$ cat src/rtl/jp_pkg.sv
// Shared definitions for the joypad poller: FSM encoding, CPU register map, pad bit indices.
package jp_pkg;

    typedef enum logic [2:0] {
        StIdle,
        StLatch,
        StBitLo,
        StBitHi,
        StCommit
    } jp_state_e;

    localparam logic [15:0] AddrPort1 = 16'h4016;
    localparam logic [15:0] AddrPort2 = 16'h4017;

    localparam int unsigned BtnA      = 0;
    localparam int unsigned BtnB      = 1;
    localparam int unsigned BtnSelect = 2;
    localparam int unsigned BtnStart  = 3;
    localparam int unsigned BtnUp     = 4;
    localparam int unsigned BtnDown   = 5;
    localparam int unsigned BtnLeft   = 6;
    localparam int unsigned BtnRight  = 7;

endpackage

$ cat src/rtl/jp_port.sv
// CPU-side read shifter for one pad: reloads while strobed, otherwise shifts right on read
// and fills with 1 so reads past the eighth return 1.
module jp_port (
    input  logic       clk_i,
    input  logic       rst_i,
    input  logic       strobe_i,
    input  logic [7:0] load_i,
    input  logic       shift_i,
    output logic       bit_o
);

    logic [7:0] shift_q, shift_d;

    always_comb begin
        shift_d = shift_q;
        if (strobe_i) begin
            shift_d = load_i;
        end else if (shift_i) begin
            shift_d = {1'b1, shift_q[7:1]};
        end
    end

    always_ff @(posedge clk_i) begin
        if (rst_i) begin
            shift_q <= 8'hFF;
        end else begin
            shift_q <= shift_d;
        end
    end

    assign bit_o = shift_q[0];

endmodule

$ cat src/rtl/jp_poller.sv
// Periodically polls two serial joypads into committed state registers and exposes them
// to the CPU through the 4016/4017 strobe/shift register interface.
module jp_poller
    import jp_pkg::*;
#(
    parameter int unsigned POLL_DIV = 1666667,
    parameter int unsigned HALF_BIT = 300
) (
    input  logic        clk_in,
    input  logic        rst_in,
    input  logic        jp_data1_in,
    input  logic        jp_data2_in,
    output logic        jp_clk_out,
    output logic        jp_latch_out,
    input  logic        cpu_ce_in,
    input  logic [15:0] a_in,
    input  logic        r_nw_in,
    input  logic [7:0]  d_in,
    output logic [7:0]  d_out,
    output logic [7:0]  pad1_state_out,
    output logic [7:0]  pad2_state_out,
    output logic        poll_done_out
);

    localparam int unsigned CntW = (POLL_DIV > 1) ? $clog2(POLL_DIV) : 1;
    localparam int unsigned TmrW = (HALF_BIT > 0) ? $clog2(2 * HALF_BIT) + 1 : 1;
    localparam logic [CntW-1:0] CntLast  = CntW'(POLL_DIV - 1);
    localparam logic [TmrW-1:0] LatchEnd = TmrW'(2 * HALF_BIT - 1);
    localparam logic [TmrW-1:0] HalfEnd  = TmrW'(HALF_BIT - 1);

    logic [CntW-1:0] cnt_q;
    logic            poll_req;

    always_ff @(posedge clk_in) begin
        if (rst_in || (cnt_q == CntLast)) begin
            cnt_q <= '0;
        end else begin
            cnt_q <= cnt_q + CntW'(1);
        end
    end

    assign poll_req = (cnt_q == CntLast);

    jp_state_e       state_q;
    logic [TmrW-1:0] tmr_q;
    logic [2:0]      idx_q;
    logic [7:0]      shadow1_q, shadow2_q;
    logic [7:0]      pad1_q, pad2_q;
    logic            clk_q, latch_q, done_q;

    // Poll requests seen outside StIdle are simply ignored.
    always_ff @(posedge clk_in) begin
        if (rst_in) begin
            state_q   <= StIdle;
            tmr_q     <= '0;
            idx_q     <= 3'(BtnA);
            shadow1_q <= 8'h00;
            shadow2_q <= 8'h00;
            pad1_q    <= 8'h00;
            pad2_q    <= 8'h00;
            clk_q     <= 1'b0;
            latch_q   <= 1'b0;
            done_q    <= 1'b0;
        end else begin
            done_q <= 1'b0;
            unique case (state_q)
                StIdle: begin
                    if (poll_req) begin
                        state_q <= StLatch;
                        latch_q <= 1'b1;
                        tmr_q   <= '0;
                        idx_q   <= 3'(BtnA);
                    end
                end
                StLatch: begin
                    if (tmr_q == LatchEnd) begin
                        state_q <= StBitLo;
                        latch_q <= 1'b0;
                        tmr_q   <= '0;
                    end else begin
                        tmr_q <= tmr_q + TmrW'(1);
                    end
                end
                StBitLo: begin
                    if (tmr_q == HalfEnd) begin
                        shadow1_q[idx_q] <= ~jp_data1_in;
                        shadow2_q[idx_q] <= ~jp_data2_in;
                        state_q          <= StBitHi;
                        clk_q            <= 1'b1;
                        tmr_q            <= '0;
                    end else begin
                        tmr_q <= tmr_q + TmrW'(1);
                    end
                end
                StBitHi: begin
                    if (tmr_q == HalfEnd) begin
                        clk_q   <= 1'b0;
                        tmr_q   <= '0;
                        idx_q   <= idx_q + 3'd1;
                        state_q <= (idx_q == 3'(BtnRight)) ? StCommit : StBitLo;
                    end else begin
                        tmr_q <= tmr_q + TmrW'(1);
                    end
                end
                StCommit: begin
                    pad1_q  <= shadow1_q;
                    pad2_q  <= shadow2_q;
                    done_q  <= 1'b1;
                    state_q <= StIdle;
                end
                default: state_q <= StIdle;
            endcase
        end
    end

    logic strobe_q;
    logic sel1, sel2, bit1, bit2;
    logic unused_d;

    assign unused_d = ^d_in[7:1];
    assign sel1     = cpu_ce_in && r_nw_in && (a_in == AddrPort1);
    assign sel2     = cpu_ce_in && r_nw_in && (a_in == AddrPort2);

    always_ff @(posedge clk_in) begin
        if (rst_in) begin
            strobe_q <= 1'b0;
        end else if (cpu_ce_in && !r_nw_in && (a_in == AddrPort1)) begin
            strobe_q <= d_in[0];
        end
    end

    jp_port u_port1 (
        .clk_i    (clk_in),
        .rst_i    (rst_in),
        .strobe_i (strobe_q),
        .load_i   (pad1_q),
        .shift_i  (sel1),
        .bit_o    (bit1)
    );

    jp_port u_port2 (
        .clk_i    (clk_in),
        .rst_i    (rst_in),
        .strobe_i (strobe_q),
        .load_i   (pad2_q),
        .shift_i  (sel2),
        .bit_o    (bit2)
    );

    always_comb begin
        d_out = 8'h00;
        if (sel1) begin
            d_out = {7'b0, bit1};
        end else if (sel2) begin
            d_out = {7'b0, bit2};
        end
    end

    assign jp_clk_out     = clk_q;
    assign jp_latch_out   = latch_q;
    assign poll_done_out  = done_q;
    assign pad1_state_out = pad1_q;
    assign pad2_state_out = pad2_q;

endmodule

$ cat config.mk
export PLATFORM = sky130hd
export DESIGN_NAME = jp_poller
export DESIGN_NICKNAME = d
export VERILOG_FILES = /design/src/rtl/jp_pkg.sv /design/src/rtl/jp_port.sv /design/src/rtl/jp_poller.sv
export SDC_FILE = /design/constraint.sdc
export NUM_CORES = 1
export LEC_CHECK = 0
export ABC_AREA = 1
export CAP_MARGIN = 10
export CELL_PAD_IN_SITES_DETAIL_PLACEMENT = 1
export CELL_PAD_IN_SITES_GLOBAL_PLACEMENT = 1
export CORE_MARGIN = 3
export CORE_UTILIZATION = 39
export CTS_CLUSTER_DIAMETER = 30
export DETAILED_ROUTE_END_ITERATION = 10
export PLACE_DENSITY_LB_ADDON = 0.1
export SLEW_MARGIN = 20
export SYNTH_ARGS = -nofsm -noshare
export SYNTH_HDL_FRONTEND = slang
export SYNTH_SLANG_ARGS = --single-unit
$ cat constraint.sdc
create_clock -name clk_in -period 1.8 [get_ports clk_in]
set_input_delay 0.27 -clock clk_in [delete_from_list [all_inputs] [get_ports clk_in]]
set_output_delay 0.27 -clock clk_in [all_outputs]
set_load 0.005 [all_outputs]
# == After elaboration in Yosys (flattened, before gate mapping) ==
# Index checks and enable logic that the tools add are counted.
# totals
ff_bits,90
inputBits,30
out_inout_bits,27
elab_cells,87
# classes
n_addsub,3
order_cmp,2
eq_ne,14
mux,30
bitwise,2
reduce_logical,22
# op_table
op,n
11-bit two-way mux,3
11-bit one-hot mux with 3 select lines,1
16-bit by 15-bit == test with 1-bit output (second input constant),2
8-bit two-way mux,4
21-bit by 1-bit adder with 21-bit output (second input constant),1
21-bit == test (second input constant),1
3-bit two-way mux,7
8-bit bitwise mux,2
3-bit one-hot mux with 4 select lines,1
11-bit by 1-bit adder with 11-bit output (second input constant),1
11-bit by 10-bit == test with 1-bit output (second input constant),1
11-bit by 9-bit == test with 1-bit output (second input constant),1
2-bit nonzero test,5
3-bit AND reduction,3
1-bit two-way mux,8
2-bit inequality test (second input constant),4
3-bit by 2-bit == test with 1-bit output (second input constant),2
3-bit == test (second input constant),2
1-bit logical AND,6
3-bit one-hot mux with 2 select lines,1
3-bit by 4-bit less-than comparator with 1-bit output (second input constant),1
1-bit one-hot mux with 2 select lines,2
2-bit AND reduction,2
4-bit AND reduction,1
10 further kinds,11

# == Longest topological paths before layout ==
# logic_depth
depth_word,5
depth_mapped,13
ltp_nobuf,12

# == Cells and area by module ==
# A second synthesis with hierarchy kept.
# hier_totals
hier_cells,654
hier_area_um2,4538.1
# by_module_without_submodules
mod,instances,cells_per_inst,area_each_um2,seq_area_each_um2
jp_poller,1,552,3782.4,1481.4
jp_port,2,51,377.9,160.2

# == Worst setup path after synthesis ==
# OpenSTA, ideal clock, no wires.
# synth_timing
kind,reg-to-reg
from,reg tmr_q[1]
to,reg shadow1_q[5]
setup_ns,0.070
arrival_ns,1.514
required_ns,1.730
slack_ns,0.215
stages_incl_launch_ff,10
n_path_buf,2
synth_period_minus_slack_ns,1.585
path_cell_list,dfxtp_1 -> ha_1 -> buf_4 -> nand3_2 -> nor3_4 -> nand2_4 -> nor2_4 -> buf_6 -> nand3_1 -> a21oi_1
# synth_via
elab_chain_len,2
# synth_lines
item,line_no,source
start: declaration,jp_poller.sv:45,logic [TmrW-1:0] tmr_q;
start signal: assignment,jp_poller.sv:81,tmr_q <= tmr_q + TmrW'(1);
start signal: assignment,jp_poller.sv:92,tmr_q <= tmr_q + TmrW'(1);
start signal: assignment,jp_poller.sv:102,tmr_q <= tmr_q + TmrW'(1);
11-bit by 9-bit == test with 1-bit output,jp_poller.sv:85,if (tmr_q == HalfEnd) begin
2-bit AND reduction (no source line),-,
end signal: indexed assignment,jp_poller.sv:86,shadow1_q[idx_q] <= ~jp_data1_in;
end: declaration,jp_poller.sv:47,"logic [7:0] shadow1_q, shadow2_q;"
# No other way between the ends.
# A chain may end at the register's enable or synchronous reset.

# == Worst setup path after layout ==
# layout_timing
from,in cpu_ce_in
to,out d_out[0]
# layout_via
elab_chain_len,4
elab_cells_between_ends,5
classes_between,mux: 2; reduce/logical: 3
# layout_lines
item,line_no,source
start: declaration,jp_poller.sv:15,"input logic cpu_ce_in,"
1-bit logical AND *,"jp_poller.sv:121, jp_poller.sv:122",
1-bit logical AND,jp_poller.sv:122,assign sel2 = cpu_ce_in && r_nw_in && (a_in == AddrPort2);
1-bit two-way mux,jp_poller.sv:154,end else if (sel2) begin
1-bit two-way mux *,jp_poller.sv:152,if (sel1) begin
end: declaration,jp_poller.sv:19,"output logic [7:0] d_out,"
# Mark *: on every way between the ends. The rest lies on a longest branch, timed or not.

==> results.ini <==
[logic_synthesis]
synth_async_sr_flop_share_pct = 0
synth_area_um2 = 4577
synth_seq_area_share_pct = 39.37
synth.distinct_cells = 35
yosysTopAreaCell = dfxtp_1
synth-edff-count = 0
synth_seq_cells = 90
netlist.area_leader.share_pct = 39.37
synthCells = 693
synth-warning-count = 0
ys.flop_type = dfxtp_1
syn_avg_cell_area_um2 = 6.604
synth_area_leaders = dfxtp_1 (39%), nand2_1 (15%), nor2_1 (8.8%)

[timing]
clock.fmax_ghz = 0.5850
max_slew.worst_pin.slew_ns = 0.5293
finalCritPeriodShare_pct = 94.97
fin_crit_ns = 1.710
grt_setup_unrepaired = false
slew_headroom_pct = 64.68
setup_ws_ns = 0.09050
setup_viol_count_final = 0
hold_violations = 0
tns_ns = 0
fin_worst_skew_ns = 0.007964
slew_violations = 0

[grt]
antenna_found_initial = 0
grt_pass1_wl_mm = 23.45
grt_overflow = 0
grt_pass1_vias = 4996
grtUsageTotal_pct = 22.20
grt_max_degree = 31

[critical_path]
r2r_cells = 11
critPathLaunch = cpu_ce_in
cp_max_fo = 2
crit_path_end_kind = output port
slowest_delay_ns = 0.49
path_cells = clkdlybuf4s50_1 > nand2_1 > inv_2 > nand2_1 > nor3_2 > nand3_1 > nand2_1 > buf_2
cpMostUsedCell = nand2_1
cp-start-kind = input port
rr_startpoint = tmr_q[0]$_SDFFE_PP0P_
worstPathBufferInverterCount = 3
worstPathRequired_ns = 1.53
crit_family = buffers and inverters
cp_slowest_cell = clkdlybuf4s50_1
worstSetupPathType = in2out
cp.arrival_ns = 1.44
reg2reg_slack_ns = 0.16
reg2reg_to = tmr_q[10]$_SDFFE_PP0P_

[final_layout]
drive_above_1_share_pct = 12.06
area_growth_pct = 25.01
final_net_count = 801
insertedDiodeCount = 0
post-route-util_pct = 51.21

[worst_hold_path]
hold_path_class = in2reg
min_to = strobe_q$_SDFFE_PP0P_
worstHoldPathCells = 5
min_from = r_nw_in

[clock_tree]
clk_pin_slew_ns = 0.07
clock_latency_ns = 0.36
cts_max_path_buffers = 2
cts_root_buffer = clkbuf_16
hold_buffers = 0
clkSinkCount = 90
ctsHtreeMaxLevel = 3
cts_made_buffers = 9
cts_tree = done

[detailed_routing]
dr.pass1.iters = 4
drt_iter0_drc = 233
drc = 0
viasPerCell = 5.187
ant_nets = 0
wl_per_cell_um = 15.17
num_vias = 4725
routed_wl_mm = 13.82

[pwr]
internal_power_mw = 3.315
power_frac_seq_pct = 43.3
p_total_mw = 4.817
power.density_nw_per_um2 = 841.8
ir_drop_mv = 0.6618
swShare_pct = 31.18
combPwrFrac_pct = 16.3
clkPwrFrac_pct = 40.4
power_leakage_nw = 2.325
p_switching_mw = 1.502

[floorplan]
fp.dieW_um = 114.3
ioPinCount = 57
dieArea_um2 = 13070
core.rowCount = 38
die_h_um = 114.3
core_area_um2 = 11170
initial_core_util_pct = 40.96

[placed_design]
hpwl_mm = 10.41
gp_congestion = 0.8255
preCtsSetupSlack_ns = -0.4042
port_buffers = 42

[flow_run]
max-cap-violations = 0

[outcome]
outcome = complete, no violations

## how the worst max path moves through the flow
stage                                      to  cells past startpoint
floorplan           shadow1_q[5]$_SDFFE_PP0P_                      9
global placement                     d_out[0]                      8
finish                               d_out[0]                      8
global route                         d_out[0]                      8
detailed placement                   d_out[0]                      8
CTS                     idx_q[0]$_SDFFE_PP0P_                     11
## layout by cell type, fill, tap and decap left out, types with 3 or more instances in the layout
master	n
inv_1	54
inv_2	8
xor2_1	5
nand2_2	3
nand2_4	3
nor3_1	9
nand3_1	78
conb_1	7
clkbuf_16	9
nand3b_1	3
buf_4	44
nand2_1	185
inv_8	4
dfxtp_1	89
o21ai_0	26
nor2_1	103
nor2_2	4
nand4_1	21
clkdlybuf4s50_1	40
ha_1	4
a21oi_1	43
## worst register-to-register path, cell delays in order (launching register included)
cell and delay [ns]:
dfxtp_1 0.39, ha_4 0.20, nand2_1 0.06, inv_1 0.06, nand2_1 0.06, inv_1 0.06, nand3_1 0.06, nand2_1 0.09
nand2_1 0.19, buf_4 0.22, nand2_1 0.08, a21oi_1 0.06
## cells by family (layout without fill, tap and decap cells)
logic type,count (synthesis),count (layout),share of synthesized area (%)
AOI/OAI and AO/OA,75,75,8.529
and+or+nand+nor,420,420,39.94
buffers and inverters,96,168,9.568
xor gates and xnor gates,6,6,1.148
other,1,7,0.08193
adders and majority gates,5,5,1.367
DFF,90,90,39.37
## layout make-up
class,count,area (um^2)
fillers,1483,5451
multi-input cells,513,2405
flip-flops and latches,90,1803
repair buffers,88,788.3
inverters,64,246.5
clock buffers,9,225.2
well taps,140,175.2
clock inverters,7,78.83
## flip-flops by register name, indices dropped and copies added, names as in the netlist
| signal | cells |
|---|---|
| cnt_q | 21 |
| idx_q | 3 |
| jp_clk_out | 1 |
| jp_latch_out | 1 |
| pad1_state_out | 8 |
| pad2_state_out | 8 |
| poll_done_out | 1 |
| shadow1_q | 8 |
| shadow2_q | 8 |
| state_q | 3 |
| strobe_q | 1 |
| tmr_q | 11 |
| u_port1.shift_q | 8 |
| u_port2.shift_q | 8 |
## synth_stat cells (2+ instances only)
| cell | number |
|---|---|
| nand2_1 | 188 |
| buf_2 | 3 |
| nand3_1 | 78 |
| xor2_1 | 5 |
| nor3_4 | 2 |
| nor2_1 | 107 |
| nand4_1 | 21 |
| buf_6 | 5 |
| ha_1 | 5 |
| clkbuf_1 | 15 |
| o21ai_0 | 26 |
| nor3_1 | 11 |
| inv_1 | 56 |
| buf_4 | 8 |
| nor3b_1 | 2 |
| dfxtp_1 | 90 |
| inv_2 | 6 |
| nand2_4 | 3 |
| nand3b_1 | 3 |
| o211ai_1 | 2 |
| a21oi_1 | 43 |
## power by group through the flow
stage,Clock (mW),Sequential (mW),Combinational [mW]
floorplan,0,2.11,0.462
global placement,0,2.12,0.735
detailed placement,0,2.13,0.767
CTS,1.99,2.08,0.773
global route,2.07,2.09,0.895
finish,1.95,2.08,0.786
## routing by layer
metal	track usage [%]	vias to the layer above	wire [um]
met1	24.82	2303	5876
li1	-	2363	-
met3	4.810	12	354
met2	42.39	47	7442
met4	5.463	0	149
met5	0	-	0
## stage by stage
step	hold slack (ns)	instances	area, um^2
after floorplan	0.4049	699	4599
after global placement	0.4401	893	5359
after detailed placement	0.4494	893	5359
after CTS	0.4658	910	5675
after global routing	0.4507	911	5722
final	0.4005	911	5722
## what timing repair did
action                                  in CTS  in global routing
buffers inserted                             1                  1
endpoints found under the setup margin       1                 20
pin swaps                                    5                  5
gates cloned                                 0                  0
hold endpoints to repair                     0                  0
gates resized for setup                      6                 14
Note: power is estimated with default switching activity, not from simulation.
